<file path="src/rtl/wb_bus_master_if.sv">
// Wishbone B4 classic bus bundle between one CPU-port master and the bus fabric.
// Signal names keep the master-side _i/_o sense so they match the port list of the master.
interface wb_bus_master_if;
    logic [31:0] wb_data_i;
    logic        wb_ack_i;
    logic [31:0] wb_addr_o;
    logic [31:0] wb_data_o;
    logic        wb_we_o;
    logic [3:0]  wb_sel_o;
    logic        wb_stb_o;
    logic        wb_cyc_o;

    modport master (
        input  wb_data_i, wb_ack_i,
        output wb_addr_o, wb_data_o, wb_we_o, wb_sel_o, wb_stb_o, wb_cyc_o
    );

    modport slave (
        output wb_data_i, wb_ack_i,
        input  wb_addr_o, wb_data_o, wb_we_o, wb_sel_o, wb_stb_o, wb_cyc_o
    );
endinterface

</file>
<file path="src/rtl/wb_bus_master.sv">
// Wishbone B4 classic master for one CPU pipeline port; holds the stage via stallreq_o
// while a bus cycle is outstanding and honours the controller's stall vector and flush.
module wb_bus_master #(
    parameter int STALL_IDX = 1,
    parameter int TIMEOUT   = 0
) (
    input  logic        clk,
    input  logic        rst,
    input  logic [5:0]  stall_i,
    input  logic        flush_i,
    input  logic        cpu_ce_i,
    input  logic [31:0] cpu_addr_i,
    input  logic [31:0] cpu_data_i,
    input  logic        cpu_we_i,
    input  logic [3:0]  cpu_sel_i,
    output logic [31:0] cpu_data_o,
    output logic        stallreq_o,
    output logic        bus_err_o,
    wb_bus_master_if.master wb
);
    typedef enum logic [1:0] {IDLE, BUSY, WAIT_STALL} state_t;

    localparam logic [31:0] TMO_LAST = (TIMEOUT > 0) ? 32'(TIMEOUT - 1) : 32'd0;

    state_t      state_reg, state_next;
    logic [31:0] addr_reg, data_reg, rd_buf_reg, tmo_cnt_reg;
    logic        we_reg, stb_reg, cyc_reg, bus_err_reg;
    logic [3:0]  sel_reg;

    logic accept, ack_hit, flush_hit, tmo_hit, frozen;

    // Termination priority inside BUSY: ack, then flush, then watchdog.
    assign frozen    = stall_i[STALL_IDX];
    assign accept    = (state_reg == IDLE) && cpu_ce_i && !flush_i;
    assign ack_hit   = (state_reg == BUSY) && wb.wb_ack_i;
    assign flush_hit = (state_reg == BUSY) && !wb.wb_ack_i && flush_i;
    assign tmo_hit   = (state_reg == BUSY) && !wb.wb_ack_i && !flush_i
                       && (TIMEOUT > 0) && (tmo_cnt_reg == TMO_LAST);

    always_ff @(posedge clk) begin
        if (rst) begin
            state_reg <= IDLE;
        end else begin
            state_reg <= state_next;
        end
    end

    always_comb begin
        state_next = state_reg;
        case (state_reg)
            IDLE: begin
                if (accept) state_next = BUSY;
            end
            BUSY: begin
                if (ack_hit)                  state_next = frozen ? WAIT_STALL : IDLE;
                else if (flush_hit || tmo_hit) state_next = IDLE;
            end
            WAIT_STALL: begin
                if (flush_i || !frozen) state_next = IDLE;
            end
            default: state_next = IDLE;
        endcase
    end

    always_comb begin
        stallreq_o = 1'b0;
        cpu_data_o = 32'd0;
        case (state_reg)
            IDLE: stallreq_o = accept;
            BUSY: begin
                stallreq_o = !(ack_hit || flush_hit || tmo_hit);
                if (ack_hit && !we_reg) cpu_data_o = wb.wb_data_i;
            end
            WAIT_STALL: cpu_data_o = rd_buf_reg;
            default: ;
        endcase
    end

    always_ff @(posedge clk) begin
        if (rst) begin
            addr_reg    <= 32'd0;
            data_reg    <= 32'd0;
            sel_reg     <= 4'd0;
            we_reg      <= 1'b0;
            stb_reg     <= 1'b0;
            cyc_reg     <= 1'b0;
            rd_buf_reg  <= 32'd0;
            tmo_cnt_reg <= 32'd0;
            bus_err_reg <= 1'b0;
        end else begin
            bus_err_reg <= tmo_hit;
            if (accept) begin
                addr_reg    <= cpu_addr_i;
                data_reg    <= cpu_data_i;
                sel_reg     <= cpu_sel_i;
                we_reg      <= cpu_we_i;
                stb_reg     <= 1'b1;
                cyc_reg     <= 1'b1;
                tmo_cnt_reg <= 32'd0;
            end else if (ack_hit || flush_hit || tmo_hit) begin
                addr_reg <= 32'd0;
                data_reg <= 32'd0;
                sel_reg  <= 4'd0;
                we_reg   <= 1'b0;
                stb_reg  <= 1'b0;
                cyc_reg  <= 1'b0;
                if (ack_hit && !we_reg) rd_buf_reg <= wb.wb_data_i;
                if (flush_hit)          rd_buf_reg <= 32'd0;
            end else if (state_reg == BUSY) begin
                // Saturate so a disabled watchdog never sees the count wrap.
                if (tmo_cnt_reg != '1) tmo_cnt_reg <= tmo_cnt_reg + 32'd1;
            end else if (state_reg == WAIT_STALL && flush_i) begin
                rd_buf_reg <= 32'd0;
            end
        end
    end

    assign wb.wb_addr_o = addr_reg;
    assign wb.wb_data_o = data_reg;
    assign wb.wb_we_o   = we_reg;
    assign wb.wb_sel_o  = sel_reg;
    assign wb.wb_stb_o  = stb_reg;
    assign wb.wb_cyc_o  = cyc_reg;
    assign bus_err_o    = bus_err_reg;
endmodule

</file>
<file path="src/flat_wrapper.sv">
// flat-port wrapper written by rule: the top's interface ports become plain ports
module wb_bus_master_flat 
#(
    parameter int STALL_IDX = 1,
    parameter int TIMEOUT   = 0
)
  (clk, rst, stall_i, flush_i, cpu_ce_i, cpu_addr_i, cpu_data_i, cpu_we_i, cpu_sel_i, cpu_data_o, stallreq_o, bus_err_o, wb_wb_data_i, wb_wb_ack_i, wb_wb_addr_o, wb_wb_data_o, wb_wb_we_o, wb_wb_sel_o, wb_wb_stb_o, wb_wb_cyc_o);
  wb_bus_master_if wb_i ();
  input  logic clk;
  input  logic rst;
  input  logic [5:0] stall_i;
  input  logic flush_i;
  input  logic cpu_ce_i;
  input  logic [31:0] cpu_addr_i;
  input  logic [31:0] cpu_data_i;
  input  logic cpu_we_i;
  input  logic [3:0] cpu_sel_i;
  output logic [31:0] cpu_data_o;
  output logic stallreq_o;
  output logic bus_err_o;
  input wire logic [$bits(wb_i.wb_data_i)-1:0] wb_wb_data_i;
  input wire logic [$bits(wb_i.wb_ack_i)-1:0] wb_wb_ack_i;
  output wire logic [$bits(wb_i.wb_addr_o)-1:0] wb_wb_addr_o;
  output wire logic [$bits(wb_i.wb_data_o)-1:0] wb_wb_data_o;
  output wire logic [$bits(wb_i.wb_we_o)-1:0] wb_wb_we_o;
  output wire logic [$bits(wb_i.wb_sel_o)-1:0] wb_wb_sel_o;
  output wire logic [$bits(wb_i.wb_stb_o)-1:0] wb_wb_stb_o;
  output wire logic [$bits(wb_i.wb_cyc_o)-1:0] wb_wb_cyc_o;
  assign wb_i.wb_data_i = wb_wb_data_i;
  assign wb_i.wb_ack_i = wb_wb_ack_i;
  assign wb_wb_addr_o = wb_i.wb_addr_o;
  assign wb_wb_data_o = wb_i.wb_data_o;
  assign wb_wb_we_o = wb_i.wb_we_o;
  assign wb_wb_sel_o = wb_i.wb_sel_o;
  assign wb_wb_stb_o = wb_i.wb_stb_o;
  assign wb_wb_cyc_o = wb_i.wb_cyc_o;
  wb_bus_master #(.STALL_IDX(STALL_IDX), .TIMEOUT(TIMEOUT)) u_core (.clk(clk), .rst(rst), .stall_i(stall_i), .flush_i(flush_i), .cpu_ce_i(cpu_ce_i), .cpu_addr_i(cpu_addr_i), .cpu_data_i(cpu_data_i), .cpu_we_i(cpu_we_i), .cpu_sel_i(cpu_sel_i), .cpu_data_o(cpu_data_o), .stallreq_o(stallreq_o), .bus_err_o(bus_err_o), .wb(wb_i));
endmodule
</file>
<file path="config.mk">
export PLATFORM = sky130hd
export DESIGN_NAME = wb_bus_master_flat
export DESIGN_NICKNAME = d
export VERILOG_FILES = /design/src/rtl/wb_bus_master_if.sv /design/src/rtl/wb_bus_master.sv /design/src/flat_wrapper.sv
export SDC_FILE = /design/constraint.sdc
export NUM_CORES = 1
export LEC_CHECK = 0
export CAP_MARGIN = 20
export CORE_ASPECT_RATIO = 1.1
export CORE_MARGIN = 2
export CORE_UTILIZATION = 35
export CTS_BUF_LIST = sky130_fd_sc_hd__clkbuf_16
export CTS_CLUSTER_DIAMETER = 50
export DETAILED_ROUTE_END_ITERATION = 7
export HOLD_SLACK_MARGIN = 0.03
export PLACE_DENSITY = 0.71
export REMOVE_ABC_BUFFERS = 1
export SKIP_LAST_GASP = 1
export SLEW_MARGIN = 20
export SYNTH_ARGS = -nofsm -noshare
export SYNTH_HDL_FRONTEND = slang
export SYNTH_SLANG_ARGS = --single-unit
</file>
<file path="constraint.sdc">
create_clock -name clk -period 2.39 [get_ports clk]
set_input_delay 0.717 -clock clk [delete_from_list [all_inputs] [get_ports clk]]
set_output_delay 0.717 -clock clk [all_outputs]
set_load 0.05 [all_outputs]
</file>
Yosys cells after proc, flatten, opt, wreduce, memory -nomap -nowiden
Cells that the tools add are included.
- flip-flop bits (word level): 104
- input bits: 112
- eq/ne operators: 7
- muxes and demuxes: 22
- bitwise logic cells: 1
- reduce and logical (&&, ||, !) cells: 19
- operators by type and width (cell ; number):
    two-way mux 32 bit ; 9
    case mux 32 bit (2 select lines) ; 1
    two-way mux 2 bit ; 5
    two-way mux 4 bit ; 2
    logical AND 1 bit ; 7
    case mux 2 bit (3 select lines) ; 1
    zero test 1 bit ; 5
    != test 2 x 1 -> 1 bit (second input constant) ; 2
    AND reduction 4 bit ; 1
    nonzero test 2 bit ; 2
    two-way mux 1 bit ; 3
    != test 3 x 1 -> 1 bit (second input constant) ; 1
    != test 3 x 2 -> 1 bit (second input constant) ; 1
    AND reduction 3 bit ; 1
    equality test 2 x 1 -> 1 bit (second input constant) ; 1
    equality test 2 bit (second input constant) ; 1
    zero test 2 bit ; 1
    logical OR 1 bit ; 2
    != test 2 bit (second input constant) ; 1
    case mux 1 bit (2 select lines) ; 1
    NOT 1 bit ; 1

Logic depth before layout (Yosys ltp)
Gate-level depths: netlist of the first run.
- depth in word-level cells: 6
- depth in mapped cells: 9

Worst setup path after synthesis of the first run
OpenSTA, ideal clock, no wires.
- path type: input-to-output
- from: input port wb_wb_ack_i
- to: output port cpu_data_o[13]
- arrival: 2.123 ns
- required time: 1.673 ns
- slack: -0.450 ns
- stages on the path: 5
- path buffers: 1
- cell sequence: nand2_1 > nor2_1 > clkbuf_1 > a22oi_1 > nor2b_1
- word-level cells in the longest chain between the ends: 4
- ends and longest elaborated chain (element ; RTL line ; RTL):
    start, declared ; flat_wrapper.sv:22 ; input wire logic [$bits(wb_i.wb_ack_i)-1:0] wb_wb_ack_i;
    logical AND 1 bit ; wb_bus_master.sv:35 ; assign ack_hit = (state_reg == BUSY) && wb.wb_ack_i;
    logical AND 1 bit ; wb_bus_master.sv:72 ; if (ack_hit && !we_reg) cpu_data_o = wb.wb_data_i;
    two-way mux 32 bit ; wb_bus_master.sv:72 ;
    case mux 32 bit (2 select lines) ; wb_bus_master.sv:68 ; case (state_reg)
    end, declared ; flat_wrapper.sv:18 ; output logic [31:0] cpu_data_o;
No other way between the ends.

Worst setup path after layout of the first run
- from: register u_core.state_reg[1]
- to: output port cpu_data_o[12]
- word-level cells in the longest chain between the ends: 5
- elaborated cells on any way between the ends: 6
- those cells by class: eq/ne (2); mux (2); reduce/logical (2)
- ends and longest elaborated chain (element ; RTL line ; RTL):
    start, declared ; wb_bus_master.sv:25 ; state_t state_reg, state_next;
    start signal, assigned ; wb_bus_master.sv:44 ; state_reg <= state_next;
    equality test 2 x 1 -> 1 bit ; wb_bus_master.sv:35, wb_bus_master.sv:68 ;
    logical AND 1 bit ; wb_bus_master.sv:35 ;
    logical AND 1 bit ; wb_bus_master.sv:72 ;
    two-way mux 32 bit ; wb_bus_master.sv:72 ;
    case mux 32 bit (2 select lines) * ; wb_bus_master.sv:68 ;
Mark *: on every way between the ends. The rest lies on a longest branch, timed or not.

==> impl_metrics.csv, run 1 <==
group,metric,value,unit
status,outcome,"finished with violations",
status,violations,"negative setup slack",
sta,worst_pin_slew,0.715,ns
yosys,ys_seq_area_frac,0.474,
sta,final_max_slew_viol_count,0,
grt,grt_pass1_vias,4514,
setup_path,start_kind,"flip-flop",
power_and_ir_drop,power.density,556,mW/mm2
routing,num_vias,4372,
layout,nNetsFinal,802,
die,die_area,0.0135,mm2
routing,dr.pass1.iters,5,
setup_path,critical_path_class,"reg -> out",
hold_path,hold_path_class,"reg -> reg",
routing,drtAntennaViolNets,0,
clocking,cts_max_level,3,
setup_path,endpoint,"cpu_data_o[12]",
yosys,yosysWarnings,0,
yosys,syn_area,0.00440,mm2
clocking,cts-hold-fix-buffers,0,
sta,max_freq,406,MHz
place,port-buffer-count,210,
setup_path,rr_startpoint,"u_core.state_reg[1]$_SDFFE_PP0P_",
sta,final.setup.tns,-1.02,ns
die,start_util,0.362,
clocking,clock-sinks,104,
sta,setup_viol,32,
routing,avgViaCountPerCell,5.17,
setup_path,regToRegEndpoint,"u_core.wb.wb_data_o[10]$_SDFFE_PP0P_",
place,dpl.hpwl,9310,um
routing,drc_errors,0,
die,num_io_pins,217,
sta,fin_ws,-0.0714,ns
setup_path,worst_r2r_path_depth,9,
die,fp.dieH,122,um
place,gp_congestion,0.848,
power_and_ir_drop,p_total,4.36,mW
place,place_area,0.00701,mm2
yosys,yosys.area.top_type_share,0.474,
yosys,yosys-top-cells-area,"dfxtp_1 (47%), a22oi_1 (17%), mux2i_1 (7.5%), nor2_1 (6.1%), nand2b_1 (4.7%)",
yosys,async_flop_share,0,
power_and_ir_drop,ir_worst_vdd,349,uV
sta,min_period_over_period,1.03,
yosys,yosysTopAreaCell,"dfxtp_1",
die,rows,42,
sta,maxSlewHeadroom,0.524,
yosys,syn_avg_cell_area,9.16,um2
sta,rsz0062_at_grt,"yes",
setup_path,end_kind,"primary output",
routing,wl_per_cell,17.7,um
clocking,insertion_delay,0.34,ns
setup_path,cp.arrival,1.74,ns
layout,fin_util,0.646,
die,core,0.0121,mm2
grt,grt_remaining_overflow,0,
setup_path,critPathMaxFanout,8,
grt,grt_pass1_wl,23100,um
layout,antenna-diode-count,0,
power_and_ir_drop,power_leakage,2.89,nW
job,max_cap_violations,0,
yosys,synth_enable_flop_cells,0,
clocking,clock-root-buffer,"clkbuf_16",
die,die_w,111,um
yosys,synthDistinctLibCells,27,
grt,gr-usage-all-layers,0.213,
clocking,cts_buffer_depth,2,
yosys,synth_seq_cells,104,
clocking,cts.clk_slew.worst_paths,0.07,ns
yosys,synth_top_flop_cell,"dfxtp_1",
sta,hold_viol,0,
layout,fin_area,0.00784,mm2
clocking,cts_tree,"built",
grt,grt_max_degree,70,
yosys,syn_inst,480,
clocking,cts_made_buffers,9,
layout,syn2layout_area_growth,78.4,%
setup_path,rrSetupSlack,0.34,ns
sta,fin_crit,2.46,ns
setup_path,required,1.67,ns
routing,drt_iter0_markers,256,
sta,fin_skew,0.0118,ns
layout,drive_gt1_frac,0.234,
grt,antenna_found_initial,0,
place,pre_cts_slack,-0.468,ns
routing,drt-total-wl,15000,um
setup_path,crit_start,"u_core.state_reg[1]$_SDFFE_PP0P_",
[power by group]
group / switching, mW / leakage [nW] / internal (mW)
registers: 0.0400 / 0.846 / 1.80
clock network: 0.656 / 0.137 / 0.811
logic: 0.565 / 1.90 / 0.488
total: 1.26 / 2.89 / 3.10
[cell type report]
cell class / count / area [um2]
clock buffer: 9 / 225
clock inverter: 7 / 70.1
fill: 993 / 4300
inverter: 3 / 11.3
multi-input combinational: 327 / 2390
sequential: 104 / 2090
tap: 154 / 193
timing repair buffer: 241 / 2860
[cells in the mapped netlist, types with 2 or more instances]
library cell / number
a21oi_1: 2
a22oi_1: 102
buf_2: 3
buf_4: 2
buf_6: 5
clkbuf_1: 36
dfxtp_1: 104
ha_1: 4
inv_1: 3
mux2i_1: 33
nand2_1: 36
nand2b_1: 33
nor2_1: 71
nor2b_1: 32
o211ai_1: 2
[placed cells by master (no fill, tap or decap), drive strengths merged]
| master | Yosys | layout |
|---|---|---|
| a21oi | 2 | 2 |
| a22oi | 102 | 102 |
| a31o | 1 | 1 |
| and3b | 1 | 1 |
| and4b | 1 | 1 |
| buf | 10 | 62 |
| bufinv | 0 | 1 |
| clkbuf | 36 | 17 |
| clkdlybuf4s50 | 0 | 169 |
| clkinv | 0 | 3 |
| clkinvlp | 0 | 2 |
| conb | 1 | 1 |
| dfxtp | 104 | 104 |
| dlygate4sd2 | 0 | 2 |
| ha | 4 | 4 |
| inv | 3 | 4 |
| mux2i | 33 | 33 |
| nand2 | 36 | 36 |
| nand2b | 33 | 33 |
| nand3 | 1 | 1 |
| nand3b | 2 | 2 |
| nor2 | 71 | 71 |
| nor2b | 32 | 32 |
| o211a | 1 | 1 |
| o211ai | 2 | 2 |
| o21ai | 1 | 1 |
| o2bb2ai | 1 | 1 |
| o31ai | 1 | 1 |
| or3 | 1 | 1 |
[worst min-delay path by stage]
stage,startpoint,cells after the start,endpoint,slack (ns)
after global placement,u_core.rd_buf_reg[3]$_SDFFE_PP0P_,2,u_core.rd_buf_reg[3]$_SDFFE_PP0P_,0.46
after CTS,u_core.rd_buf_reg[17]$_SDFFE_PP0P_,2,u_core.rd_buf_reg[17]$_SDFFE_PP0P_,0.48
after floorplan,u_core.rd_buf_reg[0]$_SDFFE_PP0P_,2,u_core.rd_buf_reg[0]$_SDFFE_PP0P_,0.45
after detailed placement,u_core.rd_buf_reg[17]$_SDFFE_PP0P_,2,u_core.rd_buf_reg[17]$_SDFFE_PP0P_,0.47
final,u_core.rd_buf_reg[17]$_SDFFE_PP0P_,2,u_core.rd_buf_reg[17]$_SDFFE_PP0P_,0.49
after global routing,u_core.rd_buf_reg[15]$_SDFFE_PP0P_,2,u_core.rd_buf_reg[15]$_SDFFE_PP0P_,0.52
[through the flow]
step                cells  hold WS, ns
floorplan             434        0.452
global placement      815        0.460
detailed placement    815        0.472
CTS                   843        0.484
global route          845        0.519
finish                845        0.493
[cell families after synthesis]
family | Yosys count | share of synthesized area
AO/OA/AOI/OAI | 111 | 0.189
adder cells (fa/ha/maj) | 4 | 0.0114
buffers and inverters | 49 | 0.0529
flip-flops | 104 | 0.474
multiplexers | 33 | 0.0752
other | 1 | 0.000853
AND/OR/NAND/NOR | 178 | 0.197
[worst max-delay path, cell delays in order, from the launching register on]
cell and delay (ns):
dfxtp_2 0.32, inv_2 0.07, ha_4 0.15, nand2_4 0.05, nor2_4 0.10, buf_6 0.13, clkbuf_16 0.16, a22oi_2 0.07
nor2b_2 0.18, buf_12 0.16
[per-layer routing]
| layer | up-vias | global-route usage | part of all wire | wire (um) |
|---|---|---|---|---|
| li1 | 2079 | - | - | - |
| met1 | 2097 | 0.252 | 0.41 | 6120 |
| met2 | 183 | 0.367 | 0.50 | 7450 |
| met3 | 13 | 0.0751 | 0.085 | 1270 |
| met4 | 0 | 0.0609 | 0.010 | 154 |
| met5 | - | 0 | 0 | 0 |
[what timing repair did]
action                     in CTS  in global routing
buffers inserted                8                  2
resized for setup              53                 45
setup endpoints to repair      33                 34
pin swaps                      16                 24
gates cloned                    4                  1
No activity file was read; power rests on OpenSTA's default activity.
==> inputs of run 2 (changes only) <==
--- a/config.mk
+++ b/config.mk
@@ -13,7 +13,7 @@
 export CTS_CLUSTER_DIAMETER = 50
 export DETAILED_ROUTE_END_ITERATION = 7
 export HOLD_SLACK_MARGIN = 0.03
-export PLACE_DENSITY = 0.71
+export PLACE_DENSITY = 0.7
 export REMOVE_ABC_BUFFERS = 1
 export SKIP_LAST_GASP = 1
 export SLEW_MARGIN = 20
==> run 2 against run 1 <==
  * The flow still finishes with violations (negative setup slack)
  * Register-to-register slack better by 0.05 ns
  * Hold slack worse by 0.015 ns
  * First-iteration DRC count is 0.39% lower
  * Utilization is 0.56 points lower
  * Final area is 0.86% lower
  * Via count is 0.62% lower
  * Critical path type unchanged
  * Largest cell class unchanged
==> impl_metrics.csv, run 2 (synthesized netlist as in run 1, its figures left out) <==
group,metric,value,unit
power_and_ir_drop,power_switching,1.25,mW
layout,layout_common_cells,"clkdlybuf4s50_1 (167), dfxtp_1 (102), a22oi_1 (72), nor2_1 (69), buf_12 (42)",
setup_path,slowest_stage,"dfxtp_2",
routing,avgViaCountPerCell,5.17,
place,dpl.hpwl,9460,um
hold_path,hold_path_class,"reg -> reg",
sta,fin_crit,2.47,ns
sta,final_max_slew_viol_count,0,
grt,gr-usage-all-layers,0.206,
routing,drtAntennaViolNets,0,
setup_path,cp_num_buf_inv,4,
grt,grt_pass1_wl,22400,um
sta,fin_ws,-0.0828,ns
hold_path,whs_endpoint,"u_core.rd_buf_reg[15]$_SDFFE_PP0P_",
layout,nNetsFinal,797,
sta,fin_hold_ws,0.478,ns
job,max_cap_violations,0,
clocking,cts_max_level,3,
sta,hold_viol,0,
place,pre_cts_slack,-0.480,ns
routing,drt-total-wl,14700,um
sta,max_freq,404,MHz
sta,setup_viol,32,
sta,final.setup.tns,-1.14,ns
setup_path,cp.arrival,1.76,ns
power_and_ir_drop,p_sw_frac,0.288,
routing,drc_errors,0,
setup_path,critical_path.max_stage_delay,0.33,ns
hold_path,worstHoldStart,"u_core.rd_buf_reg[15]$_SDFFE_PP0P_",
sta,rsz0062_at_grt,"yes",
clocking,insertion_delay,0.34,ns
layout,syn2layout_area_growth,76.8,%
setup_path,end_kind,"primary output",
grt,grt_pass1_vias,4417,
layout,final_common_cell,"clkdlybuf4s50_1",
die,rows,42,
power_and_ir_drop,combPwrFrac,0.243,
die,die_area,0.0135,mm2
setup_path,rrSetupSlack,0.39,ns
power_and_ir_drop,power.density,558,mW/mm2
layout,nFillCells,972,
die,start_util,0.362,
layout,multiInputGateArea,0.00238,mm2
sta,fin_skew,0.00465,ns
layout,drive_gt1_frac,0.230,
clocking,clock-sinks,104,
power_and_ir_drop,ir_worst_vdd,375,uV
grt,antenna_found_initial,0,
place,gp_congestion,0.746,
grt,grt_max_degree,70,
clocking,clock-root-buffer,"clkbuf_16",
layout,stdcell_count,840,
routing,num_vias,4345,
power_and_ir_drop,power_leakage,2.86,nW
die,fp.dieH,122,um
setup_path,critPathMaxFanout,8,
layout,fin_area,0.00777,mm2
setup_path,crit_top_cell,"buf_12",
place,place_area,0.00700,mm2
layout,regArea,0.00209,mm2
setup_path,critical_path_class,"reg -> out",
clocking,cts.clk_slew.worst_paths,0.07,ns
place,placed_cells_incl_taps,813,
status,outcome,"finished with violations",
routing,drt_iter0_markers,255,
routing,wl_per_cell,17.5,um
die,num_io_pins,217,
sta,min_period_over_period,1.03,
clocking,cts_buffer_depth,2,
die,die_w,111,um
setup_path,worstPathCellList,"inv_2 > ha_4 > nand2_4 > nor2_4 > buf_12 > buf_16 > a22oi_2 > nor2b_2 > buf_12",
power_and_ir_drop,clockPowerShare,0.334,
setup_path,rr_startpoint,"u_core.state_reg[1]$_SDFFE_PP0P_",
clocking,cts_made_buffers,9,
clocking,cts_tree,"built",
die,core,0.0121,mm2
setup_path,regToRegEndpoint,"u_core.wb.wb_data_o[24]$_SDFFE_PP0P_",
setup_path,worst_r2r_path_depth,8,
setup_path,required,1.67,ns
sta,worst_pin_slew,0.722,ns
setup_path,crit_family,"buffers and inverters",
routing,dr.pass1.iters,4,
layout,antenna-diode-count,0,
grt,grt_remaining_overflow,0,
clocking,cts-hold-fix-buffers,0,
hold_path,hold_depth,2,
power_and_ir_drop,p_int,3.09,mW
status,violations,"negative setup slack",
place,port-buffer-count,210,
power_and_ir_drop,p_seq_frac,0.423,
sta,maxSlewHeadroom,0.518,
setup_path,start_kind,"flip-flop",
## run 2: through the flow
step / power, mW / utilization
finish: 4.34 / 0.640
global route: 4.51 / 0.640
CTS: 4.35 / 0.630
detailed placement: 2.84 / 0.576
global placement: 2.83 / 0.576
floorplan: 2.36 / -
## run 2: worst register-to-register path, stage by stage (launching register included)
cell and delay, ns:
dfxtp_2 0.33, inv_2 0.07, buf_4 0.13, ha_4 0.15, and3b_2 0.21, buf_4 0.11
buf_4 0.56, a22oi_1 0.25, nor2_1 0.13
## run 2: worst max path at each step
| stage | start | to | slack, ns | cells past startpoint |
|---|---|---|---|---|
| floorplan | wb_wb_ack_i | cpu_data_o[0] | -1.07 | 4 |
| global placement | wb_wb_ack_i | cpu_data_o[31] | -0.47 | 7 |
| detailed placement | wb_wb_ack_i | cpu_data_o[20] | -0.48 | 7 |
| CTS | u_core.state_reg[1]$_SDFFE_PP0P_ | cpu_data_o[16] | -0.10 | 9 |
| global route | u_core.state_reg[1]$_SDFFE_PP0P_ | cpu_data_o[20] | -0.14 | 9 |
| finish | u_core.state_reg[1]$_SDFFE_PP0P_ | cpu_data_o[20] | -0.08 | 9 |
## run 2: routing by layer
| metal | part of all wire | up-vias | track usage | wire [um] |
|---|---|---|---|---|
| li1 | - | 2071 | - | - |
| met1 | 0.41 | 2079 | 0.244 | 6080 |
| met2 | 0.48 | 178 | 0.347 | 7040 |
| met3 | 0.094 | 17 | 0.0751 | 1390 |
| met4 | 0.015 | 0 | 0.0703 | 218 |
| met5 | 0 | - | 0 | 0 |
## run 2: layout make-up
class | instances | share of cell area
Clock buffer | 9 | 0.0290
Multi-Input combinational cell | 327 | 0.307
Sequential cell | 104 | 0.269
Inverter | 3 | 0.00145
Timing Repair Buffer | 236 | 0.361
Clock inverter | 7 | 0.00837
Tap cell | 154 | 0.0248
## run 2: timing repair
action	4_1_cts	5_1_grt
pin swaps	25	12
gates cloned	3	2
setup endpoints to repair	33	34
buffers inserted	5	1
gates resized for setup	75	13
## run 2: power groups by stage
stage	Sequential [mW]	Combinational, mW	Clock (mW)
3_5_place_dp	1.87	0.970	0
6_report	1.84	1.05	1.45
4_1_cts	1.84	1.03	1.49
5_1_grt	1.84	1.11	1.57
3_3_place_gp	1.87	0.956	0
2_1_floorplan	2.08	0.278	0
==> inputs of run 3 (changes only) <==
--- a/config.mk
+++ b/config.mk
@@ -16,7 +16,7 @@
 export PLACE_DENSITY = 0.7
 export REMOVE_ABC_BUFFERS = 1
 export SKIP_LAST_GASP = 1
-export SLEW_MARGIN = 20
 export SYNTH_ARGS = -nofsm -noshare
 export SYNTH_HDL_FRONTEND = slang
 export SYNTH_SLANG_ARGS = --single-unit
+export TNS_END_PERCENT = 1
==> run 3 against run 2 <==
  * Highest routed layer unchanged
  * First-iteration DRC count decreased by 11%
  * The flow still finishes with violations (negative setup slack)
  * Wire length up 2.7%
  * Maximum frequency down 0.11%
  * Largest power group unchanged
==> impl_metrics.csv, run 3 (synthesized netlist as in run 1, its figures left out) <==
group,metric,value,unit
status,outcome,"finished with violations",
status,violations,"negative setup slack",
place,port-buffer-count,210,
die,fp.dieH,122,um
setup_path,required,1.67,ns
setup_path,critPathMaxFanout,8,
setup_path,cp.arrival,1.76,ns
sta,hold_viol,0,
sta,fin_ws,-0.0856,ns
layout,nNetsFinal,797,
routing,num_vias,4409,
grt,grt_pass1_wl,22400,um
sta,setup_viol,32,
hold_path,hold_path_class,"reg -> reg",
sta,rsz0062_at_grt,"yes",
clocking,clock-sinks,104,
layout,nFillCells,955,
clocking,cts.clk_slew.worst_paths,0.07,ns
hold_path,whs_endpoint,"u_core.rd_buf_reg[28]$_SDFFE_PP0P_",
setup_path,slowest_stage,"dfxtp_2",
setup_path,crit_top_cell,"buf_12",
die,start_util,0.362,
setup_path,critical_path.max_stage_delay,0.34,ns
die,die_area,0.0135,mm2
power_and_ir_drop,ir_worst_vdd,377,uV
hold_path,hold_depth,2,
layout,final_common_cell,"clkdlybuf4s50_1",
clocking,cts_buffer_depth,2,
layout,antenna-diode-count,0,
sta,maxSlewHeadroom,0.514,
setup_path,worstPathCellList,"inv_2 > ha_4 > nand2_4 > nor2_4 > buf_12 > buf_16 > a22oi_2 > nor2b_4 > buf_12",
layout,drive_gt1_frac,0.230,
setup_path,start_kind,"flip-flop",
job,max_cap_violations,0,
setup_path,cp_num_buf_inv,4,
grt,gr-usage-all-layers,0.206,
setup_path,worst_r2r_path_depth,8,
power_and_ir_drop,power.density,552,mW/mm2
grt,antenna_found_initial,0,
place,place_area,0.00700,mm2
routing,drc_errors,0,
place,placed_cells_incl_taps,813,
routing,drt_iter0_markers,227,
power_and_ir_drop,power_leakage,2.90,nW
setup_path,rr_startpoint,"u_core.state_reg[0]$_SDFFE_PP0P_",
setup_path,crit_family,"buffers and inverters",
sta,fin_skew,0.00523,ns
clocking,cts_max_level,3,
clocking,cts_tree,"built",
setup_path,rrSetupSlack,0.23,ns
setup_path,regToRegEndpoint,"u_core.wb.wb_data_o[24]$_SDFFE_PP0P_",
layout,fin_area,0.00792,mm2
die,die_w,111,um
setup_path,critical_path_class,"reg -> out",
sta,min_period_over_period,1.04,
setup_path,end_kind,"primary output",
place,pre_cts_slack,-0.480,ns
sta,final_max_slew_viol_count,0,
place,gp_congestion,0.746,
layout,stdcell_count,840,
sta,max_freq,404,MHz
die,core,0.0121,mm2
power_and_ir_drop,p_total,4.37,mW
sta,fin_crit,2.48,ns
clocking,insertion_delay,0.34,ns
clocking,clock-root-buffer,"clkbuf_16",
sta,worst_pin_slew,0.728,ns
die,rows,42,
hold_path,worstHoldStart,"u_core.rd_buf_reg[28]$_SDFFE_PP0P_",
place,dpl.hpwl,9460,um
routing,wl_per_cell,18.0,um
die,num_io_pins,217,
routing,avgViaCountPerCell,5.25,
routing,drtAntennaViolNets,0,
routing,drt-total-wl,15100,um
grt,grt_max_degree,70,
layout,layout_common_cells,"clkdlybuf4s50_1 (167), dfxtp_1 (102), a22oi_1 (70), nor2_1 (69), buf_12 (42)",
grt,grt_pass1_vias,4418,
grt,grt_remaining_overflow,0,
routing,dr.pass1.iters,4,
layout,syn2layout_area_growth,80.2,%
clocking,cts_made_buffers,9,
sta,final.setup.tns,-1.53,ns
[run 3: where the power goes]
| group | switching [mW] | total (mW) | internal (mW) |
|---|---|---|---|
| Combinational | 0.578 | 1.09 | 0.509 |
| Sequential | 0.0398 | 1.84 | 1.80 |
| Clock | 0.642 | 1.44 | 0.803 |
| Total | 1.26 | 4.37 | 3.11 |
[run 3: per-stage QoR]
stage / hold WS [ns] / utilization
floorplan: 0.452 / -
global placement: 0.460 / 0.576
detailed placement: 0.472 / 0.576
CTS: 0.482 / 0.630
global route: 0.516 / 0.652
finish: 0.490 / 0.652
[run 3: metal layers]
layer  global-route usage  wire [um]
met3               0.0746       1370
met2                0.346       7250
met5                    0          0
met1                0.246       6210
met4               0.0719        312
[run 3: cell type report]
cell class | count | area [um2] | share of cell area
repair buffers | 236 | 2810 | 0.355
flip-flops and latches | 104 | 2090 | 0.264
well taps | 154 | 193 | 0.0243
clock buffers | 9 | 225 | 0.0284
inverters | 3 | 11.3 | 0.00142
clock inverters | 7 | 65.1 | 0.00822
multi-input cells | 327 | 2530 | 0.319
[run 3: worst reg2reg max path: stages, from the launching register on]
cell	delay (ns)
dfxtp_4	0.36
inv_1	0.18
ha_4	0.20
and3b_2	0.21
buf_4	0.11
buf_4	0.09
buf_4	0.56
a22oi_1	0.25
nor2_1	0.13
[run 3: repair_timing]
item / 4_1_cts / 5_1_grt
pin swaps: 4 / 6
gates cloned: 3 / 2
hold buffers: 0 / 0
gates resized for setup: 73 / 42
endpoints found under the setup margin: 33 / 34
buffers inserted: 5 / 1
[run 3: worst max path at each step]
| stage | from | to | slack, ns | cells after the start |
|---|---|---|---|---|
| final | u_core.state_reg[1]$_SDFFE_PP0P_ | cpu_data_o[23] | -0.09 | 9 |
| after floorplan | wb_wb_ack_i | cpu_data_o[0] | -1.07 | 4 |
| after global placement | wb_wb_ack_i | cpu_data_o[31] | -0.47 | 7 |
| after CTS | u_core.state_reg[1]$_SDFFE_PP0P_ | cpu_data_o[20] | -0.11 | 9 |
| after detailed placement | wb_wb_ack_i | cpu_data_o[20] | -0.48 | 7 |
| after global routing | u_core.state_reg[1]$_SDFFE_PP0P_ | cpu_data_o[23] | -0.15 | 9 |
